--- config.mk ---
export PLATFORM = sky130hd
export DESIGN_NAME = fp_mult
export DESIGN_NICKNAME = d
export VERILOG_FILES = /design/src/rtl/fp_mult_pkg.sv /design/src/rtl/fp_mult_round_pack.sv /design/src/rtl/fp_mult.sv
export SDC_FILE = /design/constraint.sdc
export NUM_CORES = 2
export LEC_CHECK = 0
export ABC_AREA = 1
export CORE_MARGIN = 2
export CORE_UTILIZATION = 25
export CTS_CLUSTER_DIAMETER = 80
export DETAILED_ROUTE_END_ITERATION = 12
export HOLD_SLACK_MARGIN = 0.06
export SYNTH_ARGS = -nofsm -noshare
export SYNTH_HDL_FRONTEND = slang
export SYNTH_SLANG_ARGS = --single-unit
--- constraint.sdc ---
create_clock -name clk -period 8 [get_ports clk]
set_clock_uncertainty 0.15 [all_clocks]
set_input_delay 2.4 -clock clk [delete_from_list [all_inputs] [get_ports clk]]
set_output_delay 2.4 -clock clk [all_outputs]
set_load 0.01 [all_outputs]
--- src/rtl/fp_mult_pkg.sv ---
// Shared single-precision float types, constants and classification helpers
// used by the fp_mult pipeline.
package floatingpoint;

   localparam int          FP_BIAS    = 127;
   localparam int          FP_EXP_MAX = 255;
   localparam logic [31:0] FP_QNAN    = 32'h7FC00000;

   typedef struct packed {
      logic        sign;
      logic [7:0]  exp;
      logic [22:0] man;
   } float;

   typedef struct packed {
      logic invalid;
      logic overflow;
      logic underflow;
      logic inexact;
   } fp_flags_t;

   // Result category decided up front, so later stages only do the normal-case maths.
   typedef enum logic [1:0] {
      CLS_NORMAL,
      CLS_ZERO,
      CLS_INF,
      CLS_NAN
   } fp_class_e;

   function automatic logic IsZero(input float f);
      return (f.exp == 8'd0) && (f.man == 23'd0);
   endfunction

   function automatic logic IsInf(input float f);
      return (f.exp == 8'hFF) && (f.man == 23'd0);
   endfunction

   function automatic logic IsNaN(input float f);
      return (f.exp == 8'hFF) && (f.man != 23'd0);
   endfunction

   function automatic logic IsDenorm(input float f);
      return (f.exp == 8'd0) && (f.man != 23'd0);
   endfunction

endpackage

--- src/rtl/fp_mult_round_pack.sv ---
// Normalize, round-to-nearest-even and pack the raw 48-bit product into a float,
// resolving special classes and exponent overflow/underflow.
module fp_round_pack
   import floatingpoint::*;
(
   input  logic              sign_i,
   input  fp_class_e         cls_i,
   input  logic signed [9:0] exp_i,
   input  logic [47:0]       prod_i,
   output float              result_o,
   output fp_flags_t         flags_o
);

   localparam logic signed [9:0] EXP_MAX10 = 10'(FP_EXP_MAX);

   logic [22:0]       frac;
   logic              guardBit;
   logic              stickyBit;
   logic              roundUp;
   logic [23:0]       mantRnd;
   logic signed [9:0] expAdj;
   logic signed [9:0] expFinal;

   always_comb begin
      result_o  = '0;
      flags_o   = '0;
      frac      = prod_i[45:23];
      guardBit  = prod_i[22];
      stickyBit = |prod_i[21:0];
      expAdj    = exp_i;

      // Product of two 1.x mantissas lies in [1,4); a set top bit means one extra shift.
      if (prod_i[47]) begin
         frac      = prod_i[46:24];
         guardBit  = prod_i[23];
         stickyBit = |prod_i[22:0];
         expAdj    = exp_i + 10'sd1;
      end

      roundUp  = guardBit & (stickyBit | frac[0]);
      mantRnd  = {1'b0, frac} + {23'd0, roundUp};
      expFinal = mantRnd[23] ? (expAdj + 10'sd1) : expAdj;

      case (cls_i)
         CLS_NAN: begin
            result_o        = FP_QNAN;
            flags_o.invalid = 1'b1;
         end
         CLS_INF:  result_o = {sign_i, 8'hFF, 23'd0};
         CLS_ZERO: result_o = {sign_i, 31'd0};
         default: begin
            if (expFinal >= EXP_MAX10) begin
               result_o         = {sign_i, 8'hFF, 23'd0};
               flags_o.overflow = 1'b1;
               flags_o.inexact  = 1'b1;
            end else if (expFinal <= 10'sd0) begin
               result_o          = {sign_i, 31'd0};
               flags_o.underflow = 1'b1;
               flags_o.inexact   = 1'b1;
            end else begin
               result_o        = {sign_i, expFinal[7:0], mantRnd[22:0]};
               flags_o.inexact = guardBit | stickyBit;
            end
         end
      endcase
   end

endmodule

--- src/rtl/fp_mult.sv ---
// Three-stage single-precision multiplier: classify/unpack, mantissa multiply,
// normalize/round/pack. The whole pipeline stalls when the output is blocked.
module fp_mult
   import floatingpoint::*;
(
   input  logic      clk,
   input  logic      rst_n,
   input  logic      in_valid,
   output logic      in_ready,
   input  float      a,
   input  float      b,
   output logic      out_valid,
   input  logic      out_ready,
   output float      result,
   output fp_flags_t flags
);

   localparam logic signed [9:0] BIAS10 = 10'(FP_BIAS);

   logic advance;

   float      aFlush;
   float      bFlush;
   logic      s1Sign_d;
   fp_class_e s1Cls_d;

   logic        s1Valid_q;
   logic        s1Sign_q;
   fp_class_e   s1Cls_q;
   logic [7:0]  s1ExpA_q;
   logic [7:0]  s1ExpB_q;
   logic [23:0] s1ManA_q;
   logic [23:0] s1ManB_q;

   logic signed [9:0] s2Exp_d;
   logic [47:0]       s2Prod_d;

   logic              s2Valid_q;
   logic              s2Sign_q;
   fp_class_e         s2Cls_q;
   logic signed [9:0] s2Exp_q;
   logic [47:0]       s2Prod_q;

   float      s3Result_d;
   fp_flags_t s3Flags_d;

   logic      s3Valid_q;
   float      result_q;
   fp_flags_t flags_q;

   assign advance  = !(s3Valid_q && !out_ready);
   assign in_ready = advance;

   // Denormals become signed zeros before any classification is made.
   always_comb begin
      aFlush = a;
      bFlush = b;
      if (IsDenorm(a)) aFlush = {a.sign, 31'd0};
      if (IsDenorm(b)) bFlush = {b.sign, 31'd0};

      s1Sign_d = aFlush.sign ^ bFlush.sign;
      if (IsNaN(aFlush) || IsNaN(bFlush) ||
          (IsZero(aFlush) && IsInf(bFlush)) || (IsInf(aFlush) && IsZero(bFlush)))
         s1Cls_d = CLS_NAN;
      else if (IsInf(aFlush) || IsInf(bFlush))
         s1Cls_d = CLS_INF;
      else if (IsZero(aFlush) || IsZero(bFlush))
         s1Cls_d = CLS_ZERO;
      else
         s1Cls_d = CLS_NORMAL;
   end

   always_comb begin
      s2Exp_d  = $signed({2'b00, s1ExpA_q}) + $signed({2'b00, s1ExpB_q}) - BIAS10;
      s2Prod_d = 48'(s1ManA_q) * 48'(s1ManB_q);
   end

   fp_round_pack u_round_pack (
      .sign_i   (s2Sign_q),
      .cls_i    (s2Cls_q),
      .exp_i    (s2Exp_q),
      .prod_i   (s2Prod_q),
      .result_o (s3Result_d),
      .flags_o  (s3Flags_d)
   );

   always_ff @(posedge clk) begin
      if (!rst_n) begin
         s1Valid_q <= 1'b0;
         s1Sign_q  <= 1'b0;
         s1Cls_q   <= CLS_ZERO;
         s1ExpA_q  <= '0;
         s1ExpB_q  <= '0;
         s1ManA_q  <= '0;
         s1ManB_q  <= '0;
         s2Valid_q <= 1'b0;
         s2Sign_q  <= 1'b0;
         s2Cls_q   <= CLS_ZERO;
         s2Exp_q   <= '0;
         s2Prod_q  <= '0;
         s3Valid_q <= 1'b0;
         result_q  <= '0;
         flags_q   <= '0;
      end else if (advance) begin
         s1Valid_q <= in_valid;
         s1Sign_q  <= s1Sign_d;
         s1Cls_q   <= s1Cls_d;
         s1ExpA_q  <= aFlush.exp;
         s1ExpB_q  <= bFlush.exp;
         s1ManA_q  <= {1'b1, aFlush.man};
         s1ManB_q  <= {1'b1, bFlush.man};
         s2Valid_q <= s1Valid_q;
         s2Sign_q  <= s1Sign_q;
         s2Cls_q   <= s1Cls_q;
         s2Exp_q   <= s2Exp_d;
         s2Prod_q  <= s2Prod_d;
         s3Valid_q <= s2Valid_q;
         result_q  <= s3Result_d;
         flags_q   <= s3Flags_d;
      end
   end

   assign out_valid = s3Valid_q;
   assign result    = result_q;
   assign flags     = flags_q;

endmodule

==> results.tsv <==
metric	value	unit
status	finished, final reports clean	
logic gate share of total power	70.4	%
Post-DP Area	0.0309	mm2
Most used DFF post-synth	dfxtp_1	
Internal Power	0.00302	W
DR vias	23100	
final setup fails	0	
max frequency	132	MHz
CP Class	register to register	
P per Cell Area	212	mW/mm2
Arr. time, crit path	7870	ps
fillcell total	12300	
Rows	123	
Core Area	0.113	mm2
Chip Height	341	um
slowest stage cell on the critical path	dfxtp_1	
Critical Path RT	8270	ps
TritonRoute pass-1 iters	5	
dpl hpwl	61900	um
grt peak-use layer	met2	
worst-margin pin slew	1280	ps
die span in x	341	um
Peak VDD IR	0.221	mV
final hold vios	0	
first-pass GRT wire length	124000	um
Post-synth EDFFs	0	
vias in the first global route	23500	
clock transition at the registers of the reported paths	70	ps
Yosys reg bits	166	
CP Launch Type	register	
IO Count	106	
Synth area leaders	fa_1, inv_1, nand2_1	
DRT iter0 DRCs	1673	
Setup Total Neg Slack	0	ps
WL/cell	14.1	um
Post-synth ARST share	0	%
most frequent CP cell	inv_1	
initial antenna violation count	1	
Total Routing Usage GR	13.2	%
worst hold margin	309	ps
syn avg cell area	7.37	um2
RSZ-0062 raised after global routing	no	
Switching Power	0.00366	W
Max-Cap Viols	0	
synth-to-layout area growth	10.7	%
Synth Warn #	0	
root buf cell	clkbuf_16	
leakage	17.0	nW
largest net degree at the start of global routing	185	
TritonCTS clock tree	built	
final worst-path cycle share	95.0	%
Initial Utilization	25.2	%
Reg power frac	17.0	%
part of the Yosys area used for sequential elements	11.7	%
total CTS buffers	17	
WP buf/inv	8	
CP peak stage delay	960	ps
Worst Setup End Kind	register	
Slew Limit Fails	0	
worst skew pair latency	500	ps
family with the most delay on the worst path	adder cells	
Inserted Diodes	0	
biggest area consumer among synthesized cells	fa_1	
GRT met1 Usage	18.3	%
full die area	0.116	mm2
wirelength, routed	75100	um
Slew HR	14.8	%
H-tree levels	4	
Netlist cell types	53	
utilization after layout	28.0	%
Max Root-Sink Buffers	2	
Net Sw Frac	54.8	%
post-synth top area share	34.0	%
mapped cell area	0.0284	mm2
total power	0.00668	W
RePlAce Congestion	0.915	
post-route DRC violation count	0	
net count after synthesis	4601	
Mapped Cells	3857	
Final nets	4566	
share of post-route cells with drive strength above 1	4.93	%
routing usage on met3	1.92	%
# hold bufs at CTS	0	
Clk network pwr share	12.6	%
Worst Hold Class	register to register	
DRT antenna net count	0	
final instance area	0.0315	mm2
Via density	4.33	
CP max FO	19	
clk sinks	166	
grt met2 use	21.5	%
Remaining Overflow, GRT	0	
min Tclk post-route	7600	ps
Port Buffers	105	
[cells by family after synthesis]
logic type | after synthesis | synth area share, %
and+or+nand+nor | 1266 | 18.5
buffers and inverters | 1255 | 16.8
DFF | 166 | 11.7
AOI/OAI and AO/OA | 441 | 8.83
xor gates and xnor gates | 53 | 1.69
adders and majority gates | 676 | 42.5
[flip-flops by register name, indices dropped and copies added, names as in the netlist]
register   flops
out_valid      1
s1Sign_q       1
result        32
s1Valid_q      1
s2Sign_q       1
flags          4
s1ManA_q      24
s1ExpA_q       8
s1ExpB_q       8
s1ManB_q      23
s2Prod_q      48
s1Cls_q        2
s2Cls_q        2
s2Exp_q       10
s2Valid_q      1
[area by class of cell]
class / count / area, um2 / area share (%)
clock buffers: 18 / 429 / 1.36
clock inverters: 14 / 135 / 0.429
inverters: 1044 / 3920 / 12.5
multi-input cells: 2436 / 20300 / 64.6
flip-flops and latches: 166 / 3340 / 10.6
well taps: 1500 / 1880 / 5.96
repair buffers: 157 / 1450 / 4.61
[final timing paths]
| kind | to | start | depth (start not counted) | slack, ps |
|---|---|---|---|---|
| hold / removal | s2Valid_q$_SDFFE_PN0N_ | s2Valid_q$_SDFFE_PN0N_ | 2 | 310 |
| setup reg to reg | s2Prod_q[33]$_SDFFE_PN0N_ | s1ManA_q[10]$_SDFFE_PN0N_ | 27 | 400 |
| hold reg to reg | s2Valid_q$_SDFFE_PN0N_ | s2Valid_q$_SDFFE_PN0N_ | 2 | 310 |
| setup / recovery | s2Prod_q[33]$_SDFFE_PN0N_ | s1ManA_q[10]$_SDFFE_PN0N_ | 27 | 400 |
[cells in the mapped netlist, types with 3 or more instances]
| cell type | count |
|---|---|
| a211oi_1 | 6 |
| a21oi_1 | 153 |
| a21oi_2 | 16 |
| a31oi_1 | 15 |
| buf_1 | 4 |
| buf_4 | 3 |
| buf_6 | 7 |
| clkbuf_1 | 195 |
| dfxtp_1 | 166 |
| fa_1 | 483 |
| ha_1 | 193 |
| inv_1 | 1037 |
| inv_2 | 4 |
| nand2_1 | 918 |
| nand2_2 | 11 |
| nand3_1 | 67 |
| nand3_2 | 21 |
| nand3b_1 | 4 |
| nand4_1 | 21 |
| nor2_1 | 161 |
| nor2_2 | 10 |
| nor2_4 | 4 |
| nor3_1 | 16 |
| nor4_1 | 20 |
| o211ai_1 | 32 |
| o21ai_0 | 173 |
| o21ai_1 | 5 |
| o21ai_2 | 7 |
| o21bai_1 | 23 |
| or2_2 | 3 |
| xnor2_1 | 17 |
| xor2_1 | 34 |
[per-layer routing]
layer	up-vias	wire length (um)	part of all wire, %
li1	11200	-	-
met4	2	1270	1.7
met3	83	3930	5.2
met5	-	10	0.013
met2	583	35000	47
met1	11200	34800	46
[layout by cell type (no fill, tap or decap), types with 7 or more instances in the layout]
master | netlist | layout
a21oi_1 | 153 | 153
a21oi_2 | 16 | 16
a31oi_1 | 15 | 15
buf_4 | 3 | 52
clkbuf_16 | 0 | 17
clkdlybuf4s50_1 | 0 | 104
dfxtp_1 | 166 | 149
dfxtp_2 | 0 | 17
fa_1 | 483 | 483
ha_1 | 193 | 193
inv_1 | 1037 | 1036
nand2_1 | 918 | 918
nand2_2 | 11 | 11
nand3_1 | 67 | 67
nand3_2 | 21 | 21
nand4_1 | 21 | 21
nor2_1 | 161 | 160
nor2_2 | 10 | 10
nor3_1 | 16 | 16
nor4_1 | 20 | 20
o211ai_1 | 32 | 32
o21ai_0 | 173 | 173
o21ai_2 | 7 | 7
o21bai_1 | 23 | 23
xnor2_1 | 17 | 17
xor2_1 | 34 | 34
[per-stage QoR]
stage	std cells	setup slack, ps
final	5335	403
after global routing	5335	2.78
after CTS	5335	294
after detailed placement	5303	343
after global placement	5303	321
after floorplan	3857	1460
[power groups by stage]
stage               Sequential, W  Combinational [W]  Clock, W
floorplan                 0.00103            0.00331         0
global placement          0.00114            0.00467         0
detailed placement        0.00114            0.00463         0
CTS                       0.00113            0.00471  0.000867
global route              0.00115            0.00534  0.000892
finish                    0.00113            0.00470  0.000842
[worst reg2reg max path, stage by stage, from the launching register on]
cell and delay, ps:
dfxtp_1 960, nand2_1 130, inv_1 110, fa_1 420, fa_1 520, inv_1 50, fa_1 480, inv_1 60
fa_1 490, inv_1 50, fa_1 540, inv_1 50, fa_1 470, inv_1 50, fa_1 530, inv_1 60
ha_1 330, a21oi_1 220, o21ai_0 210, a21oi_1 260, nand2_1 130, a21oi_1 270, o21ai_0 220, nand2_1 120
nand3_1 90, o21ai_0 360, o211ai_1 150, inv_1 80
[repair_timing]
action,in CTS,in global routing
setup endpoints to repair,0,2
gates resized for setup,0,16
buffers inserted,0,0
(Power assumes the default switching activity.)
